### src/rtl/fp64_square_seq_pkg.sv
// fp64_square_seq_pkg: binary64 field widths, constants and the squaring FSM encoding.
package fp64_square_seq_pkg;
   localparam int EXP_W = 11;
   localparam int FRAC_W = 52;
   localparam int MANT_W = FRAC_W + 1;
   localparam int FP64_BIAS = 1023;
   localparam logic [EXP_W-1:0] EXP_ALL1 = '1;
   localparam logic [63:0] FP64_QNAN = 64'h7FF8_0000_0000_0000;
   localparam logic [63:0] FP64_PINF = 64'h7FF0_0000_0000_0000;
   localparam logic [63:0] FP64_QBIT = 64'h0008_0000_0000_0000;
   typedef enum logic [1:0] {S_IDLE = 2'd0, S_UNPACK = 2'd1, S_MUL = 2'd2, S_ROUND = 2'd3} state_t;
endpackage

### src/rtl/fp64_mul_iter.sv
// fp64_mul_iter: iterative unsigned WxW shift-add multiplier, MUL_BITS multiplier bits per step.
module fp64_mul_iter #(
   parameter int MUL_BITS = 1,
   parameter int W = 53
) (
   input  logic             clk,
   input  logic             rst,
   input  logic             load,
   input  logic             step,
   input  logic [W-1:0]     a,
   input  logic [W-1:0]     b,
   output logic             busy,
   output logic             last,
   output logic [2*W+1:0]   product
);
   localparam int NB = 56;
   localparam int M = NB / MUL_BITS;
   localparam int CW = $clog2(M + 1);
   localparam int AW = 2 * W + 2;
   logic [AW-1:0] acc;
   logic [AW-1:0] mcand;
   logic [NB-1:0] mplier;
   logic [CW-1:0] cnt;
   always_ff @(posedge clk) begin
      if (rst) begin
         acc <= '0;
         mcand <= '0;
         mplier <= '0;
         cnt <= '0;
      end else if (load) begin
         acc <= '0;
         mcand <= AW'(a);
         mplier <= NB'(b);
         cnt <= CW'(M);
      end else if (step && busy) begin
         acc <= acc + mcand * AW'(mplier[MUL_BITS-1:0]);
         mcand <= mcand << MUL_BITS;
         mplier <= mplier >> MUL_BITS;
         cnt <= cnt - CW'(1);
      end
   end
   assign busy = cnt != '0;
   assign last = cnt == CW'(1);
   assign product = acc;
endmodule

### src/rtl/fp64_square_seq.sv
// fp64_square_seq: multi-cycle binary64 squaring y = a*a, RN-even, flush-to-zero on underflow.
module fp64_square_seq
   import fp64_square_seq_pkg::*;
#(
   parameter int MUL_BITS = 1
) (
   input  logic        clk,
   input  logic        rst,
   input  logic        start,
   input  logic [63:0] a,
   output logic        ready,
   output logic        done,
   output logic [63:0] y,
   output logic        invalid,
   output logic        inexact,
   output logic        overflow,
   output logic        underflow
);
   state_t state;
   logic [63:0] a_r;
   logic signed [12:0] eo;
   logic signed [12:0] er;
   logic [EXP_W-1:0] ea;
   logic [FRAC_W-1:0] fa;
   logic [FRAC_W-1:0] mant;
   logic [MANT_W-1:0] sum;
   logic [2*MANT_W+1:0] p;
   logic mul_busy, mul_last, hi, g, st, inc, ovf, unf;
   assign ea = a_r[62:52];
   assign fa = a_r[51:0];
   fp64_mul_iter #(.MUL_BITS(MUL_BITS), .W(MANT_W)) u_mul (
      .clk(clk),
      .rst(rst),
      .load(state == S_UNPACK && ea != '0 && ea != EXP_ALL1),
      .step(state == S_MUL),
      .a({1'b1, fa}),
      .b({1'b1, fa}),
      .busy(mul_busy),
      .last(mul_last),
      .product(p)
   );
   // the top two accumulator bits are always zero for a 53x53 product
   always_comb begin
      hi = |p[107:105];
      mant = hi ? p[104:53] : p[103:52];
      g = hi ? p[52] : p[51];
      st = hi ? |p[51:0] : |p[50:0];
      inc = g & (st | mant[0]);
      sum = {1'b0, mant} + MANT_W'(inc);
      er = eo + 13'(hi) + 13'(sum[52]);
      ovf = er >= 13'sd2047;
      unf = er <= 13'sd0;
   end
   always_ff @(posedge clk) begin
      if (rst) begin
         state <= S_IDLE;
         ready <= 1'b1;
         done <= 1'b0;
         y <= '0;
         {invalid, inexact, overflow, underflow} <= '0;
         a_r <= '0;
         eo <= '0;
      end else begin
         done <= 1'b0;
         case (state)
            S_IDLE: if (start) begin
               a_r <= a;
               y <= '0;
               {invalid, inexact, overflow, underflow} <= '0;
               ready <= 1'b0;
               state <= S_UNPACK;
            end
            S_UNPACK: if (ea == EXP_ALL1) begin
               y <= fa != '0 ? a_r | FP64_QBIT : FP64_PINF;
               invalid <= fa != '0 && !a_r[51];
               {ready, done} <= 2'b11;
               state <= S_IDLE;
            end else if (ea == '0) begin
               underflow <= fa != '0;
               inexact <= fa != '0;
               {ready, done} <= 2'b11;
               state <= S_IDLE;
            end else begin
               eo <= 13'({ea, 1'b0}) - 13'(FP64_BIAS);
               state <= S_MUL;
            end
            S_MUL: if (mul_last || !mul_busy) state <= S_ROUND;
            S_ROUND: begin
               y <= ovf ? FP64_PINF : unf ? 64'd0 : {1'b0, er[10:0], sum[51:0]};
               overflow <= ovf;
               underflow <= unf;
               inexact <= g | st | ovf | unf;
               {ready, done} <= 2'b11;
               state <= S_IDLE;
            end
            default: state <= S_IDLE;
         endcase
      end
   end
endmodule
### config.mk
export PLATFORM = sky130hd
export DESIGN_NAME = fp64_square_seq
export DESIGN_NICKNAME = d
export VERILOG_FILES = /design/src/rtl/fp64_square_seq_pkg.sv /design/src/rtl/fp64_mul_iter.sv /design/src/rtl/fp64_square_seq.sv
export SDC_FILE = /design/constraint.sdc
export NUM_CORES = 1
export LEC_CHECK = 0
export CAP_MARGIN = 20
export CORE_ASPECT_RATIO = 0.5
export CORE_MARGIN = 10
export CORE_UTILIZATION = 40
export CTS_CLUSTER_DIAMETER = 40
export CTS_CLUSTER_SIZE = 8
export DETAILED_ROUTE_END_ITERATION = 12
export SETUP_SLACK_MARGIN = 0.05
export SLEW_MARGIN = 5
export SYNTH_ARGS = -nofsm -noshare
export SYNTH_HDL_FRONTEND = slang
export SYNTH_SLANG_ARGS = --single-unit
### constraint.sdc
create_clock -name clk -period 7 [get_ports clk]
set_input_delay 1.75 -clock clk [delete_from_list [all_inputs] [get_ports clk]]
set_output_delay 1.75 -clock clk [all_outputs]
set_load 0.02 [all_outputs]
== Yosys cells after proc, flatten, opt, wreduce, memory -nomap -nowiden ==
Index checks and enable logic that the tools add are counted.

* Add/subtract/negate cells: 6
* Multipliers: 1
* Order comparisons: 2
* Eq/ne operators: 12
* Multiplexer cells: 34
* Bitwise operators: 7
* Reduce and logical (&&, ||, !) cells: 28

{| class="wikitable"
|+ Operators by type and width
! operator !! number
|-
| $mux 53 || 4
|-
| $mux 64 || 3
|-
| $pmux 64 s3 || 1
|-
| $mux 63 || 2
|-
| $add 108x108->108 || 1
|-
| $mul 108x1->108 || 1
|-
| $add 52x1->53 || 1
|-
| $mux 52 || 1
|-
| $reduce_bool 52->1 || 1
|-
| $reduce_or 52->1 || 1
|-
| $reduce_or 51->1 || 1
|-
| $add 13x1->13 || 2
|-
| $ge 13x12->1 const B || 1
|-
| $le 13x1->1 const B || 1
|-
| $sub 12x10->13 const B || 1
|-
| $mux 6 || 2
|-
| $reduce_and 3->1 || 4
|-
| $eq 11x11->1 const B || 1
|-
| $logic_not 11->1 || 1
|-
| $ne 11x11->1 const B || 1
|-
| $reduce_bool 11->1 || 1
|-
| $mux 1 || 10
|-
| $pmux 1 s3 || 3
|-
| $mux 2 || 4
|-
| 23 further kinds || 41
|}

* Bits in registers: 424
* Output and inout port bits: 70
* Word-level logic and storage cells: 106

== Depth between registers and ports, before layout ==
Gate-level depths: netlist of the first run.

* Depth after elaboration: 10
* Depth in mapped cells: 31
* Mapped depth without buffers: 23

== Hierarchy ==
From an unflattened synthesis of the first run, not the netlist that was laid out.

* Cells, all modules: 3832
* Area total of the unflattened synthesis: 27456.3 µm²

{| class="wikitable"
|+ Modules (own cells, without submodules)
! module !! times used !! cells an instance !! area each (µm²)
|-
| fp64_mul_iter || 1 || 2572 || 18038.6
|-
| fp64_square_seq || 1 || 1260 || 9417.8
|}

== Worst setup path after synthesis of the first run ==
Ideal clock, no wire load.

* Kind: register to register
* Start: register u_mul.acc[106] (netlist: u_mul.product[106])
* End: register y[48]
* Arrival: 7513 ps
* Required time: 6914 ps
* Path slack: -600 ps
* Stages on the path, launching flop included: 30
* Buffers on the path: 9
* Period minus slack after synthesis: 7600 ps
* Cells stage by stage: dfxtp_1 > buf_4 > or3_1 > buf_4 > clkbuf_1 > buf_1 > clkbuf_1 > clkbuf_1 > clkbuf_1 > nand2_1 > nand2_1 > ha_1 > o21ai_1 > or4_4 > or3_4 > nor3_4 > nand4_2 > a2111o_1 > fa_1 > nand4b_1 > nor3_1 > nand3_1 > nor3_1 > mux2i_1 > nor2b_1 > and3_1 > clkbuf_1 > clkbuf_1 > o211ai_1 > a221oi_2

* Cells in the longest elaborated chain, start to end: 10
* Elaborated cells on any way between the ends: 14
* Classes of those cells: add/sub: 3; order compare: 2; mux: 6; bitwise: 2; reduce/logical: 1

{| class="wikitable"
|+ Ends and longest elaborated chain
! item !! RTL line !! text
|-
| start, declared || fp64_mul_iter.sv:20 || <nowiki>logic [AW-1:0] acc;</nowiki>
|-
| start signal, assigned || fp64_mul_iter.sv:36 || <nowiki>acc <= acc + mcand * AW'(mplier[MUL_BITS-1:0]);</nowiki>
|-
| $reduce_or 3->1 (*) || fp64_square_seq.sv:44 || <nowiki>hi = |p[107:105];</nowiki>
|-
| $mux 1 / $mux 52 (equally long branches) || fp64_square_seq.sv:47, fp64_square_seq.sv:45 ||
|-
| $or 1x1->1 || fp64_square_seq.sv:48 || <nowiki>inc = g & (st | mant[0]);</nowiki>
|-
| $and 1x1->1 || fp64_square_seq.sv:48 ||
|-
| $add 52x1->53 || fp64_square_seq.sv:49 || <nowiki>sum = {1'b0, mant} + MANT_W'(inc);</nowiki>
|-
| $add 13x1->13 || fp64_square_seq.sv:50 || <nowiki>er = eo + 13'(hi) + 13'(sum[52]);</nowiki>
|-
| $le 13x1->1 || fp64_square_seq.sv:52 || <nowiki>unf = er <= 13'sd0;</nowiki>
|-
| $mux 63 || fp64_square_seq.sv:89 || <nowiki>y <= ovf ? FP64_PINF : unf ? 64'd0 : {1'b0, er[10:0], sum[51:0]};</nowiki>
|-
| $mux 63 (*) || fp64_square_seq.sv:89 ||
|-
| $pmux 64 s3 (*) || fp64_square_seq.sv:65 || <nowiki>case (state)</nowiki>
|-
| end signal, assigned || fp64_square_seq.sv:74 || <nowiki>y <= fa != '0 ? a_r | FP64_QBIT : FP64_PINF;</nowiki>
|-
| end signal, assigned || fp64_square_seq.sv:89 ||
|-
| end, declared || fp64_square_seq.sv:13 || <nowiki>output logic [63:0] y,</nowiki>
|}

Mark *: on every way between the ends. The rest lies on a longest branch, timed or not.
A chain may end at the register's enable or synchronous reset.

== Worst setup path after layout of the first run ==
* Start: register u_mul.acc[51] (netlist: u_mul.product[51])
* End: register y[4]

* Cells in the longest elaborated chain, start to end: 10
* Elaborated cells on any way between the ends: 12
* Classes of those cells: add/sub: 2; order compare: 2; mux: 5; bitwise: 2; reduce/logical: 1

{| class="wikitable"
|+ Ends and longest elaborated chain
! item !! RTL line !! text
|-
| $reduce_or 52->1 || fp64_square_seq.sv:47 || <nowiki>st = hi ? |p[51:0] : |p[50:0];</nowiki>
|-
| $mux 1 || fp64_square_seq.sv:47 ||
|-
| $or 1x1->1 || fp64_square_seq.sv:48 ||
|-
| $and 1x1->1 (*) || fp64_square_seq.sv:48 ||
|-
| $add 52x1->53 (*) || fp64_square_seq.sv:49 ||
|-
| $add 13x1->13 || fp64_square_seq.sv:50 ||
|-
| $le 13x1->1 || fp64_square_seq.sv:52 ||
|-
| $mux 63 || fp64_square_seq.sv:89 ||
|-
| $mux 63 (*) || fp64_square_seq.sv:89 ||
|-
| $pmux 64 s3 (*) || fp64_square_seq.sv:65 ||
|}

Marked as above.

==> flow_metrics.py, run 1 <==
metrics = {
    "logic_synthesis": {
        "synth_common_cells": "nand2_1 (837), a21oi_1 (449), dfxtp_1 (424), clkbuf_1 (225), nor2_1 (181)",
        "synth_edf_count": 0,
        "postSynthCellCount": 3598,
        "yosys-top-cells-area": "dfxtp_1 (33%), nand2_1 (12%), a21oi_1 (8.6%)",
        "synth_area_per_cell_um2": 7.24,
        "ys_types": 89,
        "ys_seq_area_share_pct": 32.6,
        "syn_area_um2": 26100,
        "ys.flop_type": "dfxtp_1",
        "yosysTopAreaCell": "dfxtp_1",
        "synth_top_cell_area_share_pct": 32.6,
        "synth_nets": 3778,
        "async_reset_ff_share_pct": 0,
        "yosysWarnings": 0,
        "synth_seq_cells": 424,
        "synth.most_common_cell": "nand2_1",
    },
    "power": {
        "power.leakage_nw": 10.9,
        "powerDensity_nw_per_um2": 214,
        "ir_drop_uv": 181,
    },
    "global_route": {
        "grt_pass1_wl_um": 143000,
        "grtUsageMet2_pct": 35.7,
        "overflow": 0,
        "grt_busiest_layer": "met2",
        "grtUsageMet1_pct": 32.7,
        "met3_usage_pct": 4.79,
        "grt_max_degree": 180,
        "grt_pass1_vias": 24200,
        "antenna_found_initial": 7,
        "grt_usage_pct": 23.3,
    },
    "clocking": {
        "cts_tree": "done",
        "root_buffer": "clkbuf_16",
        "path_clk_slew_ps": 50,
        "clock_latency_ps": 620,
        "numCtsBuffers": 67,
        "htreeDepth": 3,
        "clk_path_buf_depth": 3,
        "cts_sinks": 424,
    },
    "min_path": {
        "hold_path_class": "register to register",
        "whs_endpoint": "u_mul.mplier[9]",
        "hold_path_depth": 2,
        "hold_path.startpoint": "u_mul.mplier[9]",
    },
    "placement": {
        "gp_congestion": 0.961,
        "dp_hpwl_um": 69000,
        "postPlaceCellArea_um2": 28000,
        "numPlacedInstances": 4410,
        "portBuffers": 136,
    },
    "final_layout": {
        "nets": 3781,
        "design_area_um2": 30100,
        "drive_gt1_share_pct": 5.47,
        "fin_cells": 4509,
        "fillers": 6611,
        "area_growth_pct": 15.4,
    },
    "status": {
        "status": "finished clean",
    },
    "timing": {
        "max_slew_margin_pct": 24.0,
        "rsz0062_at_grt": "no",
        "slew_violations": 0,
        "tightest_slew_ps": 1130,
        "fin_crit_ps": 6570,
        "setup_tns_ps": 0,
        "setup_viol": 0,
        "max_freq_mhz": 152,
        "final_hold_viol_count": 0,
        "fin_crit_sh_pct": 93.9,
        "skew_ps": 32.9,
    },
    "floorplanning": {
        "die-area_um2": 76400,
        "die_width_um": 381,
        "pin_count": 137,
        "start_util_pct": 40.2,
        "coreArea_um2": 64700,
        "core.rowCount": 66,
        "die_h_um": 200,
    },
    "worst_setup_path": {
        "endpoint_kind": "register",
        "r2r_end": "y[4]",
        "rr_startpoint": "u_mul.product[51]",
        "crit_family": "simple AND/OR/NAND/NOR gates",
        "worst-endpoint-required_ps": 7520,
        "r2r_setup_slack_ps": 430,
        "path_buf_inv": 3,
        "crit_type": "register to register",
        "crit_fanout": 8,
        "reg2reg_depth": 22,
        "path_cells": "or4b_4 -> a21boi_0 -> ha_1 -> o21ai_1 -> or4_4 -> or3_4 -> nor3_4 -> nand4_2 -> a2111o_1 -> fa_2 -> nand4b_1 -> nor3_4 -> nand3_1 -> nor3_1 -> mux2i_1 -> nor2b_4 -> and3_4 -> buf_4 -> buf_12 -> buf_4 -> a32oi_1 -> o21ai_0",
        "start_kind": "register",
        "cpMaxStageDelayCell": "or4_4",
        "critPathMaxStageDelay_ps": 580,
        "path_depth": 22,
        "arrival_ps": 7090,
    },
    "routing": {
        "num_vias": 26500,
        "drc": 0,
        "first_iter_violations": 2746,
        "wl_per_cell_um": 20.9,
        "wirelength_um": 94300,
        "ant_nets": 0,
        "viasPerCell": 5.89,
        "first_pass_iters": 6,
    },
    "job": {
        "cap_violations": 0,
    },
}
[cells in the final DEF (no fill, tap or decap), types with 18 or more instances in the layout]
master / netlist / final
nor3_1: 53 / 51
inv_1: 61 / 61
a21o_1: 47 / 46
ha_1: 111 / 111
o21ai_0: 153 / 153
o21bai_1: 64 / 64
or3_1: 21 / 19
nand3_1: 104 / 103
a22oi_1: 56 / 56
nand2_1: 837 / 837
nor2_1: 181 / 178
xor2_1: 50 / 50
clkbuf_16: 0 / 68
a31oi_1: 98 / 98
and2_1: 122 / 122
a311oi_1: 18 / 18
clkdlybuf4s50_1: 0 / 135
nor4_1: 49 / 48
dfxtp_1: 424 / 423
a211oi_1: 25 / 25
nand4_1: 66 / 66
xnor2_1: 81 / 81
buf_4: 2 / 52
a21oi_1: 449 / 448
[where the power goes]
part | internal, W | leakage, nW | switching, W
Clock | 0.00187 | 0.969 | 0.00121
Sequential | 0.00254 | 3.44 | 0.000130
Combinational | 0.000215 | 6.46 | 0.000464
Total | 0.00463 | 10.9 | 0.00180
[worst max path at each step]
stage                       start  endpoint
2_1_floorplan  u_mul.product[105]     y[48]
3_3_place_gp    u_mul.product[51]     y[49]
3_5_place_dp    u_mul.product[51]     y[49]
4_1_cts         u_mul.product[51]     y[49]
5_1_grt         u_mul.product[51]      y[2]
6_report        u_mul.product[51]      y[4]
[per-stage QoR]
stage	hold WS, ps	power, W	utilization [%]	setup WS (ps)
4_1_cts	451	0.00646	46.3	112
3_5_place_dp	444	0.00338	43.2	-164
2_1_floorplan	436	0.00310	-	135
5_1_grt	475	0.00665	46.4	96.0
6_report	453	0.00643	46.4	429
3_3_place_gp	436	0.00337	43.2	19.3
[sequential cells by signal (all words and copies together), names as in the netlist, named ones only]
name           flops
u_mul.mcand      108
u_mul.product    108
a_r               64
y                 64
u_mul.mplier      53
eo                13
u_mul.cnt          6
done               1
inexact            1
invalid            1
overflow           1
ready              1
state              1
underflow          1
[per-layer routing]
| layer | vias to the layer above | wire length, um | share of wire (%) |
|---|---|---|---|
| met5 | - | 13 | 0.014 |
| met4 | 2 | 2260 | 2.4 |
| met3 | 140 | 7500 | 8.0 |
| met2 | 948 | 41100 | 44 |
| met1 | 12700 | 43400 | 46 |
| li1 | 12700 | - | - |
[kinds of logic (layout without fill, tap and decap cells)]
logic type                 after synthesis  count (layout)  share of synthesized area (%)
xor gates and xnor gates               131             131                           4.40
and+or+nand+nor                       1528            1529                           27.0
adders and majority gates              113             113                           5.48
other                                    0               3                              0
muxes                                   16              16                          0.615
DFF                                    424             424                           32.6
AOI/OAI and AO/OA                     1064            1064                           25.0
buffers and inverters                  322             345                           4.84
[cell type report]
class                   instances  area [um2]  area share [%]
diodes                          3        7.51          0.0250
clock buffers                  76        1770            5.89
clock inverters                14         204           0.678
inverters                      62         238           0.791
multi-input cells            2853       16400            54.5
flip-flops and latches        424        8490            28.2
well taps                     884        1110            3.68
repair buffers                193        1850            6.16
[repair_timing]
| item | in CTS | in global routing |
|---|---|---|
| setup endpoints to repair | 1 | 36 |
| cloned | 0 | 1 |
| hold buffers | 0 | 0 |
| pin swaps | 0 | 2 |
| gates resized for setup | 1 | 5 |
| buffers inserted | 0 | 4 |
[tightest hold or removal path, delay by kind of cell, from the launching register on]
family / cells / cell delay [ps]
flip-flops: 1 / 300
AO/OA/AOI/OAI: 1 / 50
AND/OR/NAND/NOR: 1 / 50
Note: power is estimated with default switching activity, not from simulation.
==> inputs of run 2 (changes only) <==
- GPL_ROUTABILITY_DRIVEN: default -> 0
- PLACE_DENSITY: default -> 0.69
==> run 2 against run 1 <==
Effect of this change: critical path type unchanged; wire length down 5.8%; final area hardly changed; final cell count about the same; clock power about the same; first-iteration DRC count is 20% higher.
==> flow_metrics.py, run 2 (same netlist as run 1, synthesis figures left out) <==
metrics = {
    "floorplanning": {
        "die_width_um": 381,
        "die_h_um": 200,
        "core.rowCount": 66,
        "start_util_pct": 40.2,
        "coreArea_um2": 64700,
        "pin_count": 137,
        "die-area_um2": 76400,
    },
    "global_route": {
        "overflow": 0,
        "grt_usage_pct": 21.6,
        "grt_pass1_vias": 24000,
        "grt_max_degree": 177,
        "grt_pass1_wl_um": 136000,
        "antenna_found_initial": 5,
    },
    "worst_setup_path": {
        "start_kind": "register",
        "arrival_ps": 7170,
        "endpoint_kind": "register",
        "crit_fanout": 29,
        "worst-endpoint-required_ps": 7530,
        "crit_type": "register to register",
    },
    "placement": {
        "portBuffers": 136,
        "dp_hpwl_um": 64500,
        "numPlacedInstances": 4400,
        "place_ws_ps": 23.7,
    },
    "timing": {
        "slew_violations": 0,
        "skew_ps": 26.4,
        "rsz0062_at_grt": "no",
        "max_freq_mhz": 151,
        "fin_ws_ps": 362,
        "setup_tns_ps": 0,
        "max_slew_margin_pct": 29.3,
        "setup_viol": 0,
        "hold_ws_ps": 452,
        "final_hold_viol_count": 0,
        "fin_crit_ps": 6640,
        "tightest_slew_ps": 1050,
        "fin_crit_sh_pct": 94.8,
    },
    "final_layout": {
        "final_common_cell": "nand2_1",
        "area_growth_pct": 15.5,
        "layout_common_cells": "nand2_1 (837), a21oi_1 (448), dfxtp_1 (422), nor2_1 (178), o21ai_0 (153)",
        "drive_gt1_share_pct": 5.41,
        "nets": 3776,
        "fin_cells": 4508,
    },
    "status": {
        "status": "finished clean",
    },
    "routing": {
        "viasPerCell": 5.95,
        "drc": 0,
        "wl_per_cell_um": 19.7,
        "ant_nets": 0,
        "first_pass_iters": 8,
        "first_iter_violations": 3292,
        "wirelength_um": 88800,
        "num_vias": 26800,
    },
    "power": {
        "powerDensity_nw_per_um2": 215,
        "power.leakage_nw": 10.9,
        "ir_drop_uv": 161,
        "total_power_w": 0.00645,
    },
    "clocking": {
        "cts_sinks": 424,
        "root_buffer": "clkbuf_16",
        "path_clk_slew_ps": 50,
        "numCtsBuffers": 68,
        "clock_latency_ps": 610,
        "htreeDepth": 3,
        "clk_path_buf_depth": 3,
        "cts_tree": "done",
    },
    "job": {
        "cap_violations": 0,
    },
    "min_path": {
        "hold_path_class": "register to register",
    },
}
[run 2: final cells by class]
type	instances	area (um2)
multi-input combinational	2853	16400
tap	884	1110
timing repair buffer	187	1810
sequential	424	8490
fill	6391	34700
clock inverter	13	194
clock buffer	83	1850
antenna	2	5.00
inverter	62	238
[run 2: worst max-delay path: stages (launching register included)]
cell and delay (ps):
dfxtp_1 450, or4b_4 550, a21boi_0 210, ha_1 240, o21ai_1 170, or4_4 600
or3_4 460, nor3_4 240, nand4_2 170, a2111o_1 480, fa_2 450, nand4b_1 350
nor3_4 230, nand3_1 160, nor3_1 250, mux2i_1 260, nor2b_4 260, and3_4 330
buf_12 210, o211ai_1 140, a21oi_1 170, a31oi_1 60, nor2_1 110
[run 2: report_power, final]
part / internal [W] / switching (W) / leakage [nW]
clock: 0.00193 / 0.00118 / 0.996
sequential: 0.00255 / 0.000139 / 3.44
combinational: 0.000212 / 0.000444 / 6.43
total: 0.00469 / 0.00177 / 10.9
[run 2: timing repair]
item                       in CTS  in global routing
setup endpoints to repair       3                 47
setup buffers                   0                  8
hold buffers                    0                  0
gates resized for setup         1                  6
hold endpoints to repair        0                  0
pin swaps                       0                  2
gates cloned                    0                  1
[run 2: per-layer routing]
metal  global-route usage, %  share of wire, %  vias to the layer above
met5                       0             0.056                        -
met4                    9.46               4.3                        2
met3                    4.86               9.5                      244
met2                    33.7                44                     1208
met1                    28.5                42                    12600
li1                        -                 -                    12700
[run 2: stage by stage]
stage	utilization, %	instance area, um2
detailed placement	43.1	27900
global placement	43.1	27900
finish	46.5	30100
CTS	46.3	30000
global route	46.5	30100
floorplan	-	26100
[run 2: path summary, 6_finish.rpt]
check,startpoint,to,slack [ps],cells after the start
worst min-delay path,u_mul.mcand[79],u_mul.mcand[80],450,2
worst max-delay path,u_mul.product[51],y[20],360,22
worst min register to register,u_mul.mcand[79],u_mul.mcand[80],450,2
worst max register to register,u_mul.product[51],y[20],360,22
